## src/rtl/button_pkg.sv

```systemverilog
// Shared types and default configuration for the push-button debouncer.
// Contents:
//   btn_state_e         - debounce FSM states
//   DEF_SYNC_STAGES     - default synchronizer depth
//   DEF_DEBOUNCE_CYCLES - default stable-sample count (10 ms at 100 MHz)
package button_pkg;

  typedef enum logic [1:0] {
    StIdle,
    StArmPress,
    StPressed,
    StArmRelease
  } btn_state_e;

  localparam int unsigned DEF_SYNC_STAGES     = 2;
  localparam int unsigned DEF_DEBOUNCE_CYCLES = 1000000;

endpackage

```

## src/rtl/btn_sync.sv

```systemverilog
// Single-bit multi-flop synchronizer for asynchronous board inputs (buttons, switches).
// Ports:
//   clk   - destination clock
//   rst_n - asynchronous active-low reset, clears every stage to 0
//   d_i   - asynchronous input
//   q_o   - synchronized output, SYNC_STAGES clk edges behind d_i
module btn_sync #(
  parameter int unsigned SYNC_STAGES = 2
) (
  input  logic clk,
  input  logic rst_n,
  input  logic d_i,
  output logic q_o
);

  logic [SYNC_STAGES-1:0] sync_q, sync_d;

  always_comb begin
    sync_d = {sync_q[SYNC_STAGES-2:0], d_i};
  end

  always_ff @(posedge clk or negedge rst_n) begin
    if (!rst_n) begin
      sync_q <= '0;
    end else begin
      sync_q <= sync_d;
    end
  end

  assign q_o = sync_q[SYNC_STAGES-1];

endmodule

```

## src/rtl/button_debouncer.sv

```systemverilog
// Push-button conditioner: synchronizes a raw pin, filters bounce with a stable-count
// FSM and produces a clean level plus one-cycle press/release pulses.
// Optional long-press detector compiled in with `define BUTTON_DEBOUNCER_LONG_PRESS_EN.
// Ports:
//   clk         - system clock
//   rst_n       - asynchronous active-low reset
//   btn_raw     - raw pin, asynchronous to clk
//   btn_level   - debounced pressed level
//   btn_press   - one-cycle pulse on accepted press
//   btn_release - one-cycle pulse on accepted release
//   btn_long    - one-cycle long-press pulse (0 when the feature is not built)
module button_debouncer
  import button_pkg::*;
#(
  parameter int unsigned SYNC_STAGES       = DEF_SYNC_STAGES,
  parameter int unsigned DEBOUNCE_CYCLES   = DEF_DEBOUNCE_CYCLES,
  parameter bit          BTN_ACTIVE_LOW    = 1'b0,
  parameter int unsigned LONG_PRESS_CYCLES = 50000000
) (
  input  logic clk,
  input  logic rst_n,
  input  logic btn_raw,
  output logic btn_level,
  output logic btn_press,
  output logic btn_release,
  output logic btn_long
);

  localparam int unsigned CntW = $clog2(DEBOUNCE_CYCLES) + 1;
  localparam logic [CntW-1:0] CntLast = CntW'(DEBOUNCE_CYCLES - 1);

  logic       btn_sync_out;
  logic       btn_s;
  btn_state_e state_q, state_d;
  logic [CntW-1:0] cnt_q, cnt_d;
  logic       level_q, level_d;
  logic       press_q, press_d;
  logic       release_q, release_d;

  btn_sync #(
    .SYNC_STAGES(SYNC_STAGES)
  ) u_sync (
    .clk  (clk),
    .rst_n(rst_n),
    .d_i  (btn_raw),
    .q_o  (btn_sync_out)
  );

  // Inversion sits after the synchronizer so pressed is always 1 internally.
  assign btn_s = btn_sync_out ^ BTN_ACTIVE_LOW;

  always_comb begin
    state_d   = state_q;
    cnt_d     = cnt_q;
    press_d   = 1'b0;
    release_d = 1'b0;
    unique case (state_q)
      StIdle: begin
        if (btn_s) begin
          state_d = StArmPress;
          cnt_d   = '0;
        end
      end
      StArmPress: begin
        if (!btn_s) begin
          state_d = StIdle;
          cnt_d   = '0;
        end else if (cnt_q == CntLast) begin
          state_d = StPressed;
          cnt_d   = '0;
          press_d = 1'b1;
        end else begin
          cnt_d = cnt_q + CntW'(1);
        end
      end
      StPressed: begin
        if (!btn_s) begin
          state_d = StArmRelease;
          cnt_d   = '0;
        end
      end
      StArmRelease: begin
        if (btn_s) begin
          state_d = StPressed;
          cnt_d   = '0;
        end else if (cnt_q == CntLast) begin
          state_d   = StIdle;
          cnt_d     = '0;
          release_d = 1'b1;
        end else begin
          cnt_d = cnt_q + CntW'(1);
        end
      end
      default: begin
        state_d = StIdle;
        cnt_d   = '0;
      end
    endcase
    // Level follows the next state so it moves on the same edge as the pulse.
    level_d = (state_d == StPressed) || (state_d == StArmRelease);
  end

  always_ff @(posedge clk or negedge rst_n) begin
    if (!rst_n) begin
      state_q   <= StIdle;
      cnt_q     <= '0;
      level_q   <= 1'b0;
      press_q   <= 1'b0;
      release_q <= 1'b0;
    end else begin
      state_q   <= state_d;
      cnt_q     <= cnt_d;
      level_q   <= level_d;
      press_q   <= press_d;
      release_q <= release_d;
    end
  end

  assign btn_level   = level_q;
  assign btn_press   = press_q;
  assign btn_release = release_q;

`ifdef BUTTON_DEBOUNCER_LONG_PRESS_EN
  localparam int unsigned HoldW = $clog2(LONG_PRESS_CYCLES) + 1;
  localparam logic [HoldW-1:0] HoldLast = HoldW'(LONG_PRESS_CYCLES - 1);

  logic [HoldW-1:0] hold_q, hold_d;
  logic             long_q, long_d;

  // Hold counter counts one past HoldLast and then sticks, so the pulse fires once per press.
  // A bounce back from ArmRelease keeps the accumulated hold time.
  always_comb begin
    hold_d = hold_q;
    long_d = 1'b0;
    if (state_q == StArmPress && state_d == StPressed) begin
      hold_d = '0;
    end else if (state_q == StPressed || state_q == StArmRelease) begin
      long_d = (hold_q == HoldLast);
      if (hold_q <= HoldLast) begin
        hold_d = hold_q + HoldW'(1);
      end
    end
  end

  always_ff @(posedge clk or negedge rst_n) begin
    if (!rst_n) begin
      hold_q <= '0;
      long_q <= 1'b0;
    end else begin
      hold_q <= hold_d;
      long_q <= long_d;
    end
  end

  assign btn_long = long_q;
`else
  logic unused_long_cfg;
  assign unused_long_cfg = ^LONG_PRESS_CYCLES;
  assign btn_long = 1'b0;
`endif

endmodule

```

## config.mk

```make
export PLATFORM = sky130hd
export DESIGN_NAME = button_debouncer
export DESIGN_NICKNAME = d
export VERILOG_FILES = /design/src/rtl/button_pkg.sv /design/src/rtl/btn_sync.sv /design/src/rtl/button_debouncer.sv
export SDC_FILE = /design/constraint.sdc
export NUM_CORES = 1
export LEC_CHECK = 0
export CAP_MARGIN = 20
export CORE_ASPECT_RATIO = 0.6
export CORE_MARGIN = 3
export CORE_UTILIZATION = 57
export CTS_CLUSTER_SIZE = 8
export DETAILED_ROUTE_END_ITERATION = 8
export PLACE_DENSITY = 0.79
export SYNTH_ARGS = -nofsm -noshare
export SYNTH_HDL_FRONTEND = slang
export SYNTH_HIERARCHICAL = 1
export SYNTH_SLANG_ARGS = --single-unit
```

## constraint.sdc

```tcl
create_clock -name clk -period 2.9 [get_ports clk]
set_input_delay 0.58 -clock clk [delete_from_list [all_inputs] [get_ports clk]]
set_output_delay 0.58 -clock clk [all_outputs]
set_load 0.01 [all_outputs]
```

==> metrics.txt, run 1 <==
max_slew headroom 0.444; RSZ-0062 raised after global routing false; initial drt markers 126; max-cap viol count 0; Syn Inst Count 151; # resized after CTS 0; DR vias/cell 6.59; Final Hold Viols 0; Placement Setup Slack 0.410 ns; CP bufs+invs 1; fraction of registers with async set/reset 1.00; final setup fails 0; IO Count 7; Worst Setup SP cnt_q[6]; TNS Setup 0 ns; Slew Limit Fails 0; synth warn 6; Worst Path Max Fanout 19; synth cell count leaders dfrtp_1 (28), nand3_1 (17), nand2_1 (16), a21oi_1 (11), nor2_1 (11); antenna viol nets, final 0; Post-Route WL 3.08 mm; Initial Utilization 0.632; Fin Clk Skew 0.00909 ns; sequential share of the synthesized area 0.487; Critical Path Max Stage Delay 0.56 ns; CP delay by family, top simple AND/OR/NAND/NOR gates; Worst VDD drop 0.379 mV; Post-synth EDFFs 0; CTS tree built; Crit path required time 3.07 ns; Vert. Die Dim 44.9 um; crit path kind register to register; synth-to-layout area growth 10.5%; CTS hold repair buffers 0; Hold Crit Start u_sync/sync_q[0]; post-synthesis register bit count 28; Total Routing Usage GR 0.214; post-synthesis cell type count 37; H-Tree Depth 1; Area contributors post-synth dfrtp_1 (49%), nand3_1 (5.9%), nand2_1 (4.2%); slowest cell on the critical path or4_4; area share of the largest cell type after synthesis 0.487; root buffer cell clkbuf_8; via count 1245; vias in the first global route 1081; PwrDens 433 mW/mm2; min-delay worst type register to register; Net Count, Synth 155; final instance area 0.00159 mm2; first-pass GRT wire length 5.26 mm; layout net count 164; row count 13; input/output buffers 5; fraction of layout cells with a size suffix above 1 0.101; fin worst setup slack 0.565 ns; startpoint types register; FILL cells 176; Leak 0.670 nW; Tcrit/Tclk final 0.805; Mapped Area 0.00144 mm2; detailed placement HPWL 2.16 mm; Worst Path Arrival 2.51 ns; ANT cells 0; fmax 428 MHz; DRC Markers 0; worst-path cell chain or4_4 > nor4_4 > a31oi_2 > buf_8 > a21o_1 > a22o_1; RePlAce Congestion 0.862; largest net degree at the start of global routing 32; first-pass iteration count of the detailed router 5; post-synth top area cell dfrtp_1; initial antenna violation count 0; status finished clean; clock buffer depth 2; Clock Latency Late Sink 0.28 ns; worst r2r src cnt_q[6]; most numerous cell in the Yosys netlist dfrtp_1; drt wl/cell 16.3 um; Top FF cell, synth dfrtp_1; die width 70.9 um; Critical Path Sink Type register; Post-CTS Setup Inserts 0; gr ovfl total 0; Final Critical Period 2.33 ns; core area 0.00228 mm2; full die area 0.00318 mm2; clock buffer count from CTS 3; placed cell area 0.00152 mm2; clk sinks 28; Worst-Margin Slew 0.830 ns; average size of a mapped cell 9.53 um2; Reg clk slew, reported paths 0.10 ns
-- metal layers --
layer | vias up | wire length [um] | GRT usage | part of all wire
met5 | - | 0 | 0 | 0
met4 | 0 | 34 | 0.0674 | 0.011
met3 | 5 | 214 | 0.0511 | 0.070
met2 | 56 | 1330 | 0.308 | 0.43
met1 | 605 | 1500 | 0.320 | 0.49
li1 | 579 | - | - | -
-- layout make-up --
cell class	instances	area, um2	area share
multi-input combinational	116	698	0.439
sequential	28	701	0.441
inverter	1	3.75	0.00236
timing repair buffer	10	95.1	0.0598
tap	30	37.5	0.0236
clock buffer	4	55.1	0.0346
-- power breakdown --
| group | internal [mW] | switching (mW) |
|---|---|---|
| Clock | 0.122 | 0.123 |
| Sequential | 0.395 | 0.00568 |
| Combinational | 0.0157 | 0.0272 |
| Total | 0.532 | 0.156 |
-- state kept, by name (all words and copies together), names as in the netlist --
name           cells
btn_level          1
btn_release        1
state_q            2
u_sync/sync_q      2
cnt_q             21
btn_press          1
-- kinds of logic (layout without fill, tap and decap cells) --
group,count (synthesis),in the layout,synth area share
DFF,28,28,0.487
other,1,1,0.00261
xor gates and xnor gates,2,2,0.0122
adders and majority gates,1,1,0.00869
buffers and inverters,7,15,0.0278
AOI/OAI and AO/OA,40,40,0.173
muxes,6,6,0.0443
and+or+nand+nor,66,66,0.244
-- worst register-to-register path, cell delays in order, from the launching register on --
cell and delay, ns:
dfrtp_1 0.45, or4_4 0.56, nor4_4 0.27, a31oi_2 0.31, buf_8 0.27, a21o_1 0.16, a22o_1 0.21
-- final timing paths --
kind,endpoint,depth (start not counted),slack [ns]
max,cnt_q[14],6,0.57
min,u_sync/sync_q[1],0,0.36
max in group asynchronous,cnt_q[9],2,1.94
min in group asynchronous,cnt_q[4],2,0.68
min reg2reg,u_sync/sync_q[1],0,0.36
max reg2reg,cnt_q[14],6,0.57
-- metrics by stage --
stage                     total power [mW]  cells  hold slack (ns)  utilization
after global placement               0.446    184            0.338        0.668
after global routing                 0.713    189            0.373        0.698
final                                0.688    189            0.359        0.698
after floorplan                      0.432    151            0.284            -
after detailed placement             0.449    184            0.340        0.668
after CTS                            0.687    188            0.360        0.692
-- cell usage in the layout (no fill, tap or decap), types with 4 or more instances in the layout --
cell,Yosys,layout
a21oi_1,11,11
a31oi_1,9,9
buf_4,1,4
clkbuf_8,0,4
clkdlybuf4s50_1,0,5
dfrtp_1,28,28
nand2_1,16,16
nand3_1,17,17
nand4_1,6,6
nor2_1,11,11
o21ai_0,10,10
No activity file was read; power rests on OpenSTA's default activity.
==> run 2: changes to the inputs <==
CORE_UTILIZATION = 53   (was 57)
PLACE_DENSITY = 0.77   (was 0.79)
clock period = 1.96 ns   (was 2.9 ns; I/O delays follow)
==> metrics.txt, run 2 (synthesized netlist as in run 1, its figures left out) <==
DR vias/cell 6.48 (-1.6%); Clock Latency Late Sink 0.28 ns (about the same); first-pass GRT wire length 5.79 mm (+10%); max-cap viol count 0 (unchanged); RSZ-0062 raised after global routing true; Vert. Die Dim 46.4 um (+3.2%); Largest register FFs 21 (unchanged); failing checks negative setup slack; synth-to-layout area growth 20.4%; gr ovfl total 0 (unchanged); Critical Path Sink Type register; row count 13 (unchanged); IO Count 7 (unchanged); TNS Setup -0.00120 ns (-0.00120 ns); Leak 0.762 nW (+14%); H-Tree Depth 1 (unchanged); Worst Path Arrival 2.13 ns (-0.38 ns); Initial Utilization 0.610 (-0.0218); root buffer cell clkbuf_8; drt wl/cell 17.3 um (+6.3%); FILL cells 157 (-11%); Most flops, register cnt_q; Crit path required time 2.13 ns (-0.94 ns); full die area 0.00340 mm2 (+6.7%); CTS tree built; clock buffer count from CTS 3 (unchanged); die width 73.3 um (+3.4%); detailed placement HPWL 2.53 mm (+17%); via count 1322 (+6.2%); Slew Limit Fails 0 (unchanged); input/output buffers 5 (unchanged); Worst Path Max Fanout 7 (-12); clock buffer depth 2 (unchanged); sequential standard cell area 701 um2 (unchanged); layout net count 179 (+9.1%); ANT cells 0 (unchanged); Final Critical Period 1.96 ns (-0.373 ns); CTS hold repair buffers 0 (unchanged); first-pass iteration count of the detailed router 4 (-1); clk sinks 28 (unchanged); top flop regs cnt_q (21), state_q (2), u_sync/sync_q (2); Tcrit/Tclk final 1.00 (+0.196); footprint of the multi-input gates 707 um2 (+1.3%); most common cell after layout, fill and taps aside dfrtp_1; core area 0.00236 mm2 (+3.6%); antenna viol nets, final 0 (unchanged); Final Hold Viols 0 (unchanged); DRC Markers 0 (unchanged); Reg clk slew, reported paths 0.09 ns (about the same); crit path kind register to register; Worst VDD drop 0.618 mV (+63%); commonest cells after routing, fill and taps aside dfrtp_1 (28), buf_4 (19), nand2_1 (16), nand3_1 (16); vias in the first global route 1181 (+9.3%); fin worst setup slack -0.00120 ns (-0.567 ns); PwrDens 648 mW/mm2 (+50%); initial drt markers 117 (-7.1%); Fin Clk Skew 0.00336 ns (-0.00573 ns); fmax 510 MHz (+19%); min-delay worst type register to register; initial antenna violation count 0 (unchanged); status complete, but fails checks; Total Routing Usage GR 0.235 (+0.0213); Post-Route WL 3.53 mm (+15%); largest net degree at the start of global routing 29 (-9.4%); final setup fails 1 (+1); Placement Setup Slack -0.00228 ns (-0.413 ns); RePlAce Congestion 0.890 (+3.2%); fraction of layout cells with a size suffix above 1 0.184 (+0.0833); startpoint types register
## run 2: changes by cell type in the layout (fill, tap and decap cells not counted)
cell | previous run | this run
bufinv_16 | 0 | 1
clkbuf_8 | 4 | 3
buf_12 | 0 | 1
mux2_2 | 3 | 2
buf_4 | 4 | 19
buf_8 | 1 | 0
nand3_2 | 0 | 1
nand3_1 | 17 | 16
mux2_4 | 0 | 1
## run 2: path summary, 6_finish.rpt
path | startpoint | endpoint | slack (ns) | cells past startpoint
max | cnt_q[0] | cnt_q[18] | -0.001 | 7
min | u_sync/sync_q[0] | u_sync/sync_q[1] | 0.36 | 0
max reg2reg | cnt_q[0] | cnt_q[18] | -0.001 | 7
min reg2reg | u_sync/sync_q[0] | u_sync/sync_q[1] | 0.36 | 0
max in group asynchronous | rst_n | cnt_q[12] | 1.22 | 2
min in group asynchronous | rst_n | cnt_q[1] | 0.48 | 2
## run 2: cell type report
class / instances / share of cell area
tap: 30 / 0.0217
sequential: 28 / 0.404
inverter: 1 / 0.00217
timing repair buffer: 25 / 0.123
clock inverter: 1 / 0.0173
clock buffer: 3 / 0.0238
multi-input combinational: 116 / 0.408
## run 2: what timing repair did
item,in CTS,in global routing
pin swaps,1,0
buffers inserted,0,1
setup endpoints to repair,4,15
resized for setup,1,1
## run 2: worst max-delay path, stage by stage, from the launching register on
cell	delay, ns
dfrtp_1	0.38
ha_1	0.24
nand3_2	0.21
nor3_1	0.30
buf_4	0.20
nand3_1	0.11
a21o_1	0.20
a22o_1	0.22
## run 2: where the power goes
part | leakage, nW | switching, mW | internal, mW
registers | 0.383 | 0.00604 | 0.584
logic | 0.343 | 0.0470 | 0.0336
clock network | 0.0357 | 0.179 | 0.274
total | 0.762 | 0.232 | 0.891
## run 2: stage by stage
stage,hold WS [ns],power (mW),cell area [um2],instances,util
floorplan,0.0964,0.639,1440,151,-
global placement,0.339,0.676,1650,199,0.698
detailed placement,0.343,0.681,1650,199,0.698
CTS,0.365,1.13,1720,203,0.730
global route,0.377,1.16,1730,204,0.735
finish,0.362,1.12,1730,204,0.735
## run 2: layer usage
| layer | GRT usage | vias to the layer above | part of all wire |
|---|---|---|---|
| li1 | - | 614 | - |
| met1 | 0.309 | 621 | 0.43 |
| met2 | 0.369 | 74 | 0.45 |
| met3 | 0.0784 | 13 | 0.10 |
| met4 | 0.0735 | 0 | 0.020 |
| met5 | 0 | - | 0 |
==> run 3: changes to the inputs <==
--- a/config.mk
+++ b/config.mk
@@ -6,5 +6,5 @@
 export NUM_CORES = 1
 export LEC_CHECK = 0
-export CAP_MARGIN = 20
+export CAP_MARGIN = 25
 export CORE_ASPECT_RATIO = 0.6
 export CORE_MARGIN = 3
@@ -13,4 +13,5 @@
 export DETAILED_ROUTE_END_ITERATION = 8
 export PLACE_DENSITY = 0.77
+export SLEW_MARGIN = 20
 export SYNTH_ARGS = -nofsm -noshare
 export SYNTH_HDL_FRONTEND = slang
==> constraint.sdc (replaced) <==
create_clock -name clk -period 1.96 [get_ports clk]
set_input_delay 0.588 -clock clk [delete_from_list [all_inputs] [get_ports clk]]
set_output_delay 0.588 -clock clk [all_outputs]
set_load 0.01 [all_outputs]
==> results of run 3 <==
The final DEF is identical to that of run 2. Status: complete, but fails checks: negative setup slack.
